==> src/rtl/cdc_xfer_arbiter.sv <==
// Round-robin arbiter driving one 4-phase req/ack CDC channel; ack is synchronized internally.
// Latency: launch 1 cycle after req seen, grant 2+2*SYNC_STAGES cycles best case plus far-side delay.
// Backpressure: requesters hold req until grant; optional abort via XFER_TIMEOUT_EN (err/err_id).
module cdc_xfer_arbiter #(
    parameter int N_REQ       = 4,
    parameter int DATA_W      = 8,
    parameter int SYNC_STAGES = 2,
    parameter int TIMEOUT_CYC = 255
) (
    input  logic                      clk,
    input  logic                      rst_n,
    input  logic [N_REQ-1:0]          req,
    input  logic [N_REQ*DATA_W-1:0]   req_data,
    output logic [N_REQ-1:0]          grant,
    output logic                      busy,
    output logic                      xfer_req,
    output logic [DATA_W-1:0]         xfer_data,
    input  logic                      xfer_ack_async,
    output logic                      err,
    output logic [$clog2(N_REQ)-1:0]  err_id
);
    localparam int ID_W = $clog2(N_REQ);

    typedef enum logic [1:0] {S_IDLE, S_REQ_HI, S_REQ_LO} state_t;

    if (N_REQ < 2 || N_REQ > 16 || SYNC_STAGES < 2 || TIMEOUT_CYC < 1) begin : g_param_check
        $error("cdc_xfer_arbiter: parameter out of range");
    end

    state_t                   r_state;
    logic [SYNC_STAGES-1:0]   r_ack_sync;
    logic [ID_W-1:0]          r_rr_ptr;
    logic [ID_W-1:0]          r_win_id;
    logic [N_REQ-1:0]         r_grant;
    logic                     r_busy;
    logic                     r_xfer_req;
    logic [DATA_W-1:0]        r_xfer_data;

    logic                     w_ack_s;
    logic [2*N_REQ-1:0]       w_dbl;
    logic [N_REQ-1:0]         w_rot;
    logic                     w_found;
    logic [ID_W:0]            w_sum;
    logic [ID_W-1:0]          w_winner;
    logic [DATA_W-1:0]        w_win_data;
    logic [ID_W-1:0]          w_win_next;
    logic                     w_expire;
    logic                     w_abort;

    always_ff @(posedge clk or negedge rst_n) begin
        if (!rst_n) begin
            r_ack_sync <= '0;
        end else begin
            r_ack_sync <= {r_ack_sync[SYNC_STAGES-2:0], xfer_ack_async};
        end
    end

    assign w_ack_s = r_ack_sync[SYNC_STAGES-1];

    // Rotate so bit 0 is the requester at rr_ptr, then take the first set bit.
    assign w_dbl = {req, req} >> r_rr_ptr;
    assign w_rot = w_dbl[N_REQ-1:0];

    always_comb begin
        w_found  = 1'b0;
        w_sum    = '0;
        w_winner = '0;
        for (int k = 0; k < N_REQ; k++) begin
            if (!w_found && w_rot[k]) begin
                w_found = 1'b1;
                w_sum   = {1'b0, r_rr_ptr} + (ID_W+1)'(k);
                if (w_sum >= (ID_W+1)'(N_REQ)) begin
                    w_sum = w_sum - (ID_W+1)'(N_REQ);
                end
                w_winner = w_sum[ID_W-1:0];
            end
        end
    end

    always_comb begin
        w_win_data = '0;
        for (int k = 0; k < N_REQ; k++) begin
            if (w_winner == ID_W'(k)) begin
                w_win_data = req_data[k*DATA_W +: DATA_W];
            end
        end
    end

    assign w_win_next = (r_win_id == ID_W'(N_REQ-1)) ? '0 : r_win_id + 1'b1;

`ifdef XFER_TIMEOUT_EN
    localparam int CNT_W = $clog2(TIMEOUT_CYC + 1);

    logic [CNT_W-1:0] r_tmo_cnt;
    logic             r_err;
    logic [ID_W-1:0]  r_err_id;

    assign w_expire = (r_state != S_IDLE) && (r_tmo_cnt == CNT_W'(TIMEOUT_CYC - 1));

    always_ff @(posedge clk or negedge rst_n) begin
        if (!rst_n) begin
            r_tmo_cnt <= '0;
            r_err     <= 1'b0;
            r_err_id  <= '0;
        end else begin
            r_err <= w_abort;
            if (w_abort) begin
                r_err_id <= r_win_id;
            end
            if (r_state == S_IDLE) begin
                r_tmo_cnt <= '0;
            end else begin
                r_tmo_cnt <= r_tmo_cnt + 1'b1;
            end
        end
    end

    assign err    = r_err;
    assign err_id = r_err_id;
`else
    assign w_expire = 1'b0;
    assign err      = 1'b0;
    assign err_id   = '0;
`endif

    // A completion landing on the expiry cycle wins over the abort.
    assign w_abort = w_expire && !(r_state == S_REQ_LO && !w_ack_s);

    always_ff @(posedge clk or negedge rst_n) begin
        if (!rst_n) begin
            r_state     <= S_IDLE;
            r_rr_ptr    <= '0;
            r_win_id    <= '0;
            r_grant     <= '0;
            r_busy      <= 1'b0;
            r_xfer_req  <= 1'b0;
            r_xfer_data <= '0;
        end else begin
            r_grant <= '0;
            if (w_abort) begin
                r_xfer_req <= 1'b0;
                r_busy     <= 1'b0;
                r_rr_ptr   <= w_win_next;
                r_state    <= S_IDLE;
            end else begin
                case (r_state)
                    S_IDLE: begin
                        if (w_found && !w_ack_s) begin
                            r_xfer_data <= w_win_data;
                            r_win_id    <= w_winner;
                            r_xfer_req  <= 1'b1;
                            r_busy      <= 1'b1;
                            r_state     <= S_REQ_HI;
                        end
                    end
                    S_REQ_HI: begin
                        if (w_ack_s) begin
                            r_xfer_req <= 1'b0;
                            r_state    <= S_REQ_LO;
                        end
                    end
                    S_REQ_LO: begin
                        if (!w_ack_s) begin
                            r_grant[r_win_id] <= 1'b1;
                            r_rr_ptr          <= w_win_next;
                            r_busy            <= 1'b0;
                            r_state           <= S_IDLE;
                        end
                    end
                    default: begin
                        r_state <= S_IDLE;
                    end
                endcase
            end
        end
    end

    assign grant     = r_grant;
    assign busy      = r_busy;
    assign xfer_req  = r_xfer_req;
    assign xfer_data = r_xfer_data;

endmodule

==> config.mk <==
export PLATFORM = sky130hd
export DESIGN_NAME = cdc_xfer_arbiter
export DESIGN_NICKNAME = d
export VERILOG_FILES = /design/src/rtl/cdc_xfer_arbiter.sv
export SDC_FILE = /design/constraint.sdc
export NUM_CORES = 1
export LEC_CHECK = 0
export BUFFER_PORTS_ARGS = -buffer_cell sky130_fd_sc_hd__buf_4
export CAP_MARGIN = 20
export CORE_AREA = 2 2 50 61
export CTS_BUF_LIST = sky130_fd_sc_hd__clkbuf_4 sky130_fd_sc_hd__clkbuf_8 sky130_fd_sc_hd__clkbuf_16
export DETAILED_ROUTE_END_ITERATION = 8
export DIE_AREA = 0 0 52 63
export GPL_TIMING_DRIVEN = 0
export HOLD_SLACK_MARGIN = 0.06
export PLACE_DENSITY = 0.91
export RECOVER_POWER = 100
export SLEW_MARGIN = 10
export SYNTH_ARGS = -nofsm -noshare
export SYNTH_HDL_FRONTEND = slang
export SYNTH_SLANG_ARGS = --single-unit
==> constraint.sdc <==
create_clock -name clk -period 3.6 [get_ports clk]
set_input_delay 0.18 -clock clk [delete_from_list [all_inputs] [get_ports clk]]
set_output_delay 0.18 -clock clk [all_outputs]
set_load 0.05 [all_outputs]
==> results of run 1 <==
-- flip-flops by register name (all words and copies together) (netlist names) --
signal,flops
grant,4
xfer_req,1
r_ack_sync,2
xfer_data,8
r_win_id,2
r_rr_ptr,2
r_state,2
busy,1
-- where the power goes --
group / internal, W / switching [W] / leakage, nW / total (W)
Sequential: 0.000325 / 0.0000530 / 0.274 / 0.000378
Clock: 0.0000617 / 0.0000757 / 0.0210 / 0.000137
Combinational: 0.000178 / 0.000420 / 0.507 / 0.000599
-- placed cells by master (no fill, tap or decap), drive strengths merged, types with 4 or more instances in the layout --
cell type	Yosys	final
a211o	8	8
and2	4	4
buf	8	40
clkbuf	1	25
dfrtp	22	22
ha	4	4
inv	6	6
mux2i	9	9
nand2	16	16
nand4	8	8
o211ai	8	8
o21ai	5	5
o31ai	8	8
-- kinds of logic (layout without fill, tap and decap cells) --
| kind of cell | Yosys count | after routing | share of synthesized area (%) |
|---|---|---|---|
| buffers and inverters | 15 | 73 | 6.90 |
| AND/OR/NAND/NOR | 41 | 41 | 17.5 |
| other | 1 | 3 | 0.287 |
| adder cells (fa/ha/maj) | 4 | 4 | 3.84 |
| multiplexers | 10 | 10 | 7.77 |
| AO/OA/AOI/OAI | 35 | 35 | 20.8 |
| flip-flops | 22 | 22 | 42.2 |
| XOR/XNOR | 1 | 1 | 0.671 |
-- how the worst max path moves through the flow --
stage | slack [ps] | end
floorplan | 2090 | r_win_id[0]
global placement | 1890 | r_win_id[0]
detailed placement | 1880 | r_win_id[0]
CTS | 1850 | xfer_data[5]
global route | 1100 | xfer_data[4]
finish | 1260 | xfer_data[4]
-- repair_timing --
item	4_1_cts	5_1_grt
hold buffers	2	0
hold endpoints to repair	23	0
endpoints found under the setup margin	0	0
-- through the flow --
stage / setup slack, ps / cell area [um2]
global route: 1100 / 1730
floorplan: 2090 / 1310
detailed placement: 1880 / 1750
global placement: 1890 / 1750
CTS: 1850 / 1800
finish: 1260 / 1730
-- area by class of cell --
| cell class | count | area (um2) | share of cell area [%] |
|---|---|---|---|
| repair buffers | 54 | 350 | 20.3 |
| clock buffers | 4 | 36.3 | 2.10 |
| plain buffers | 9 | 55.1 | 3.19 |
| flip-flops and latches | 22 | 551 | 31.9 |
| inverters | 6 | 22.5 | 1.30 |
| well taps | 34 | 42.5 | 2.46 |
| multi-input cells | 94 | 669 | 38.8 |
-- worst max-delay path, delay by kind of cell, from the launching register on --
kind | cells | cell delay, ps
muxes | 2 | 560
buffers and inverters | 2 | 800
DFF | 1 | 350
and+or+nand+nor | 2 | 410
AOI/OAI and AO/OA | 1 | 100
-- metal layers --
metal	vias up	global-route usage, %	routed length (um)
li1	588	-	-
met1	598	26.5	1330
met2	56	38.6	1850
met3	12	2.15	169
met4	0	10.9	85
met5	-	0	0
==> results.json, run 1 <==
{
  "synth_edf_count": 0,
  "grtUsageTotal_pct": 22.3,
  "core-area_um2": 2710,
  "min_period_ps": 2340,
  "area_growth_pct": 32.3,
  "r2r-start": "r_rr_ptr[1]",
  "drt_iter0_markers": 52,
  "crit_slowest_cell": "clkbuf_1",
  "syn_area_per_cell_um2": 10.1,
  "maxCapViolations": 0,
  "grt_pass1_wl_um": 5530,
  "dp_hpwl_um": 2630,
  "drc": 0,
  "rsz0062_at_grt": "no",
  "endpoint_kind": "flop",
  "min_path_cells": 3,
  "overflow": 0,
  "h-tree-depth": 1,
  "yosysTopAreaCell": "dfrtp_1",
  "final_max_slew_viol_count": 0,
  "fin_tns_setup_ps": 0,
  "numCtsBuffers": 3,
  "fin_nets": 233,
  "worstMarginPinSlew_ps": 1190,
  "crit_path_start": "r_rr_ptr[1]",
  "wl_um": 3430,
  "fin_worst_skew_ps": 5.54,
  "hold_path_class": "primary input to flop",
  "cts-root-buf": "clkbuf_4",
  "synth.distinct_cells": 36,
  "synth_area_leaders": "dfrtp_1, mux2i_1, a211o_1, nand2_1, o211ai_1",
  "crit_type": "flop to flop",
  "layoutNonFillerInstCount": 223,
  "ir_drop_mv": 0.474,
  "port-buffer-count": 52,
  "min_from": "req_data[0]",
  "synth_area_um2": 1310,
  "status": "finished clean",
  "fp.dieH_um": 63,
  "wl_per_cell_um": 15.4,
  "crit_fanout": 9,
  "setup_viol": 0,
  "die_area_um2": 3280,
  "timing.fmax_ghz": 0.428,
  "cpPeakStageDelay_ps": 520,
  "die_w_um": 52,
  "synth.most_common_cell": "dfrtp_1",
  "firstDrtPassIters": 4,
  "ant_nets": 0,
  "final_layout_size_suffix_gt1_share_pct": 28.0,
  "cp.required_ps": 3790,
  "place_congestion": 0.797,
  "r2r_cells": 7,
  "cts_tree": "done",
  "postCtsResizedCells": 0,
  "post-route-util_pct": 63.8,
  "critPathArrivalTime_ps": 2520,
  "cts.path.max_buffers": 2,
  "hold_viol": 0,
  "p_total_w": 0.00111,
  "finalCritPeriodShare_pct": 64.9,
  "antenna_found_initial": 0,
  "powerDensity_nw_per_um2": 645,
  "ys.flop_type": "dfrtp_1",
  "ys_ff_latch": 22,
  "rows": 21,
  "place_inst": 217,
  "yosysSeqAreaShare_pct": 42.2,
  "synth_top_area_share_pct": 42.2,
  "fillers": 246,
  "start_util_pct": 48.2,
  "post-cts-setup-buffers": 0,
  "diodes": 0,
  "crit_path_start_kind": "flop",
  "crit_path_cell_trace": "clkbuf_1 > mux2i_1 > nor2_1 > nor3_4 > clkbuf_1 > mux2i_1 > o211ai_1",
  "whs_ps": 181,
  "clock_sinks": 22,
  "hold_end": "xfer_data[0]",
  "leakage_nw": 0.802,
  "vias": 1254,
  "syn_inst": 129,
  "clk_pin_slew_ps": 130,
  "grt_max_degree": 23,
  "rr_endpoint": "xfer_data[4]",
  "ff2ff_setup_slack_ps": 1260,
  "synth-async-reset-ratio_pct": 100,
  "yosysWarnings": 0,
  "relSlewSlack_pct": 20.8,
  "vias_per_cell": 5.62,
  "ioPinCount": 56,
  "clk_latency_ps": 310,
  "synth.top_cells.by_count": "dfrtp_1, nand2_1, mux2i_1",
  "grt_pass1_vias": 1269
}
Note: power is estimated with default switching activity, not from simulation.
==> run 2: changes to the inputs <==
--- a/config.mk
+++ b/config.mk
@@ -5,15 +5,16 @@
 export SDC_FILE = /design/constraint.sdc
 export NUM_CORES = 1
 export LEC_CHECK = 0
+export ABC_AREA = 1
 export BUFFER_PORTS_ARGS = -buffer_cell sky130_fd_sc_hd__buf_4
 export CAP_MARGIN = 20
-export CORE_AREA = 2 2 50 61
+export CORE_AREA = 2 2 56 68
 export CTS_BUF_LIST = sky130_fd_sc_hd__clkbuf_4 sky130_fd_sc_hd__clkbuf_8 sky130_fd_sc_hd__clkbuf_16
 export DETAILED_ROUTE_END_ITERATION = 8
-export DIE_AREA = 0 0 52 63
+export DIE_AREA = 0 0 58 70
 export GPL_TIMING_DRIVEN = 0
 export HOLD_SLACK_MARGIN = 0.06
-export PLACE_DENSITY = 0.91
+export PLACE_DENSITY = 0.84
 export RECOVER_POWER = 100
 export SLEW_MARGIN = 10
 export SYNTH_ARGS = -nofsm -noshare
==> constraint.sdc (replaced) <==
create_clock -name clk -period 2 [get_ports clk]
set_input_delay 0.1 -clock clk [delete_from_list [all_inputs] [get_ports clk]]
set_output_delay 0.1 -clock clk [all_outputs]
set_load 0.05 [all_outputs]
==> results.json, run 2 <==
{
  "hold_viol": 0,
  "firstDrtPassIters": 4,
  "synth.most_common_cell": "nand2_1",
  "relSlewSlack_pct": 22.4,
  "ff2ff_setup_slack_ps": 70,
  "cp.required_ps": 2170,
  "grt_pass1_wl_um": 5670,
  "combPwrFrac_pct": 71.9,
  "switching_share_pct": 53.3,
  "die_w_um": 58,
  "ys_ff_latch": 22,
  "yosysTopAreaCell": "dfrtp_1",
  "dp_hpwl_um": 2570,
  "ys.flop_type": "dfrtp_1",
  "synth_area_leaders": "dfrtp_1, nand2_1, nand3_1, inv_1, o21ai_0",
  "cts.path.max_buffers": 2,
  "synth_top_area_share_pct": 38.2,
  "area_growth_pct": 44.4,
  "die_area_um2": 4060,
  "final_layout_size_suffix_gt1_share_pct": 33.8,
  "synth.top_cells.by_count": "nand2_1, inv_1, dfrtp_1",
  "overflow": 0,
  "diodes": 0,
  "cts-root-buf": "clkbuf_8",
  "postLayoutSetupSlackWorst_ps": 65.8,
  "clock_sinks": 22,
  "fp.dieH_um": 70,
  "use_met1_pct": 19.6,
  "maxCapViolations": 0,
  "dp_slack_ps": -76.5,
  "rsz0062_at_grt": "yes",
  "fin_nets": 316,
  "crit_path_start_kind": "flop",
  "grt_max_degree": 23,
  "cts_tree": "done",
  "layoutNonFillerInstCount": 311,
  "crit_type": "flop to flop",
  "antenna_found_initial": 0,
  "grtUsageTotal_pct": 17.8,
  "final_common_cell": "nand2_1",
  "post-route-util_pct": 59.7,
  "start_util_pct": 41.3,
  "synth-async-reset-ratio_pct": 100,
  "synth_area_um2": 1440,
  "core-area_um2": 3480,
  "rows": 24,
  "yosysWarnings": 0,
  "powerDensity_nw_per_um2": 1810,
  "clk_latency_ps": 270,
  "synth.distinct_cells": 23,
  "p_total_w": 0.00376,
  "wl_per_cell_um": 12.3,
  "drc": 0,
  "h-tree-depth": 1,
  "wl_um": 3810,
  "syn_inst": 203,
  "leakage_nw": 1.14,
  "ant_nets": 0,
  "synth_edf_count": 0,
  "syn_area_per_cell_um2": 7.09,
  "met2_usage_pct": 31.6,
  "hold_path_class": "primary input to flop",
  "final_cell_mix": "nand2_1, buf_4, inv_1",
  "finalCritPeriodShare_pct": 96.7,
  "setup_viol": 0,
  "seq_power_share_pct": 19.3,
  "power_switching_w": 0.00201,
  "vias_per_cell": 4.93,
  "yosysSeqAreaShare_pct": 38.2,
  "place_congestion": 0.828,
  "port-buffer-count": 52,
  "ir_drop_mv": 1.13,
  "final_max_slew_viol_count": 0,
  "top_usage_layer": "met2",
  "critPathArrivalTime_ps": 2110,
  "timing.fmax_ghz": 0.517,
  "status": "finished clean",
  "place_inst": 296,
  "clk_pin_slew_ps": 80,
  "ioPinCount": 56,
  "grt_pass1_vias": 1401,
  "crit_fanout": 8,
  "endpoint_kind": "flop",
  "fin_worst_skew_ps": 1.81,
  "vias": 1533,
  "min_period_ps": 1930,
  "drt_iter0_markers": 35,
  "p_int_w": 0.00176,
  "pwr-share-clk_pct": 8.8,
  "largest_reg_flops": 8,
  "use_met3_pct": 3.52,
  "numCtsBuffers": 3,
  "worstMarginPinSlew_ps": 1160
}
==> run 2: cells by family after synthesis <==
| group | Yosys count | share of synthesized area (%) |
|---|---|---|
| and+or+nand+nor | 120 | 38.4 |
| buffers and inverters | 36 | 12.4 |
| DFF | 22 | 38.2 |
| AOI/OAI and AO/OA | 19 | 6.60 |
| adders and majority gates | 4 | 3.48 |
| xor gates and xnor gates | 1 | 0.608 |
| other | 1 | 0.260 |
==> run 2: per-stage QoR <==
step	TNS, ps	hold WS (ps)	cell area [um2]
after global routing	-239	132	2080
after floorplan	0	-196	1450
after CTS	0	119	1960
final	0	112	2080
after detailed placement	-148	4.86	1890
after global placement	-30.2	-1.55	1890
==> run 2: final cells by class <==
type | count | area [um2]
Fill cell | 315 | 1400
Tap cell | 39 | 48.8
Buffer | 8 | 71.3
Inverter | 28 | 118
Sequential cell | 22 | 552
Multi-Input combinational cell | 147 | 810
Clock buffer | 4 | 55.1
Timing Repair Buffer | 63 | 425
==> run 2: path summary, 6_finish.rpt <==
kind                            cells past startpoint             to          start
worst max-delay path                               17   xfer_data[7]    r_rr_ptr[0]
worst min-delay path                                5   xfer_data[7]   req_data[31]
worst max register to register                     17   xfer_data[7]    r_rr_ptr[0]
worst min register to register                      0  r_ack_sync[1]  r_ack_sync[0]
max in group asynchronous                           2    r_rr_ptr[1]          rst_n
min in group asynchronous                           2  r_ack_sync[0]          rst_n
==> run 2: critical path, stage by stage (launching register included) <==
cell and delay [ps]:
dfrtp_1 380, buf_6 150, inv_8 80, nand2_4 50, nand2_4 70, nand2_4 50, nand2_4 100, nor2_4 40
nand2_2 80, nand2_2 60, nor2_2 100, nand2_2 80, buf_6 140, buf_4 150, o21ai_1 110, nand3_1 90
nand2_1 60, nand2_1 40
==> run 2: timing repair <==
item                                    4_1_cts  5_1_grt
cloned                                        0        1
pin swaps                                     0       17
resized for setup                             1       35
setup buffers                                 0        8
hold buffers                                  2        0
endpoints found under the hold margin        23        0
endpoints found under the setup margin        6       11
==> run 2: metal layers <==
metal	up-vias	wire, um
met5	-	0
met4	0	97
met3	9	141
met2	38	2010
met1	713	1570
li1	773	-
==> run 2: power groups by stage <==
stage                     clock network (W)  registers (W)  logic [W]
after global routing               0.000347       0.000746    0.00297
after global placement                    0       0.000721    0.00227
final                              0.000330       0.000726    0.00271
after floorplan                           0        0.00105    0.00143
after CTS                          0.000327       0.000719    0.00234
after detailed placement                  0       0.000723    0.00232
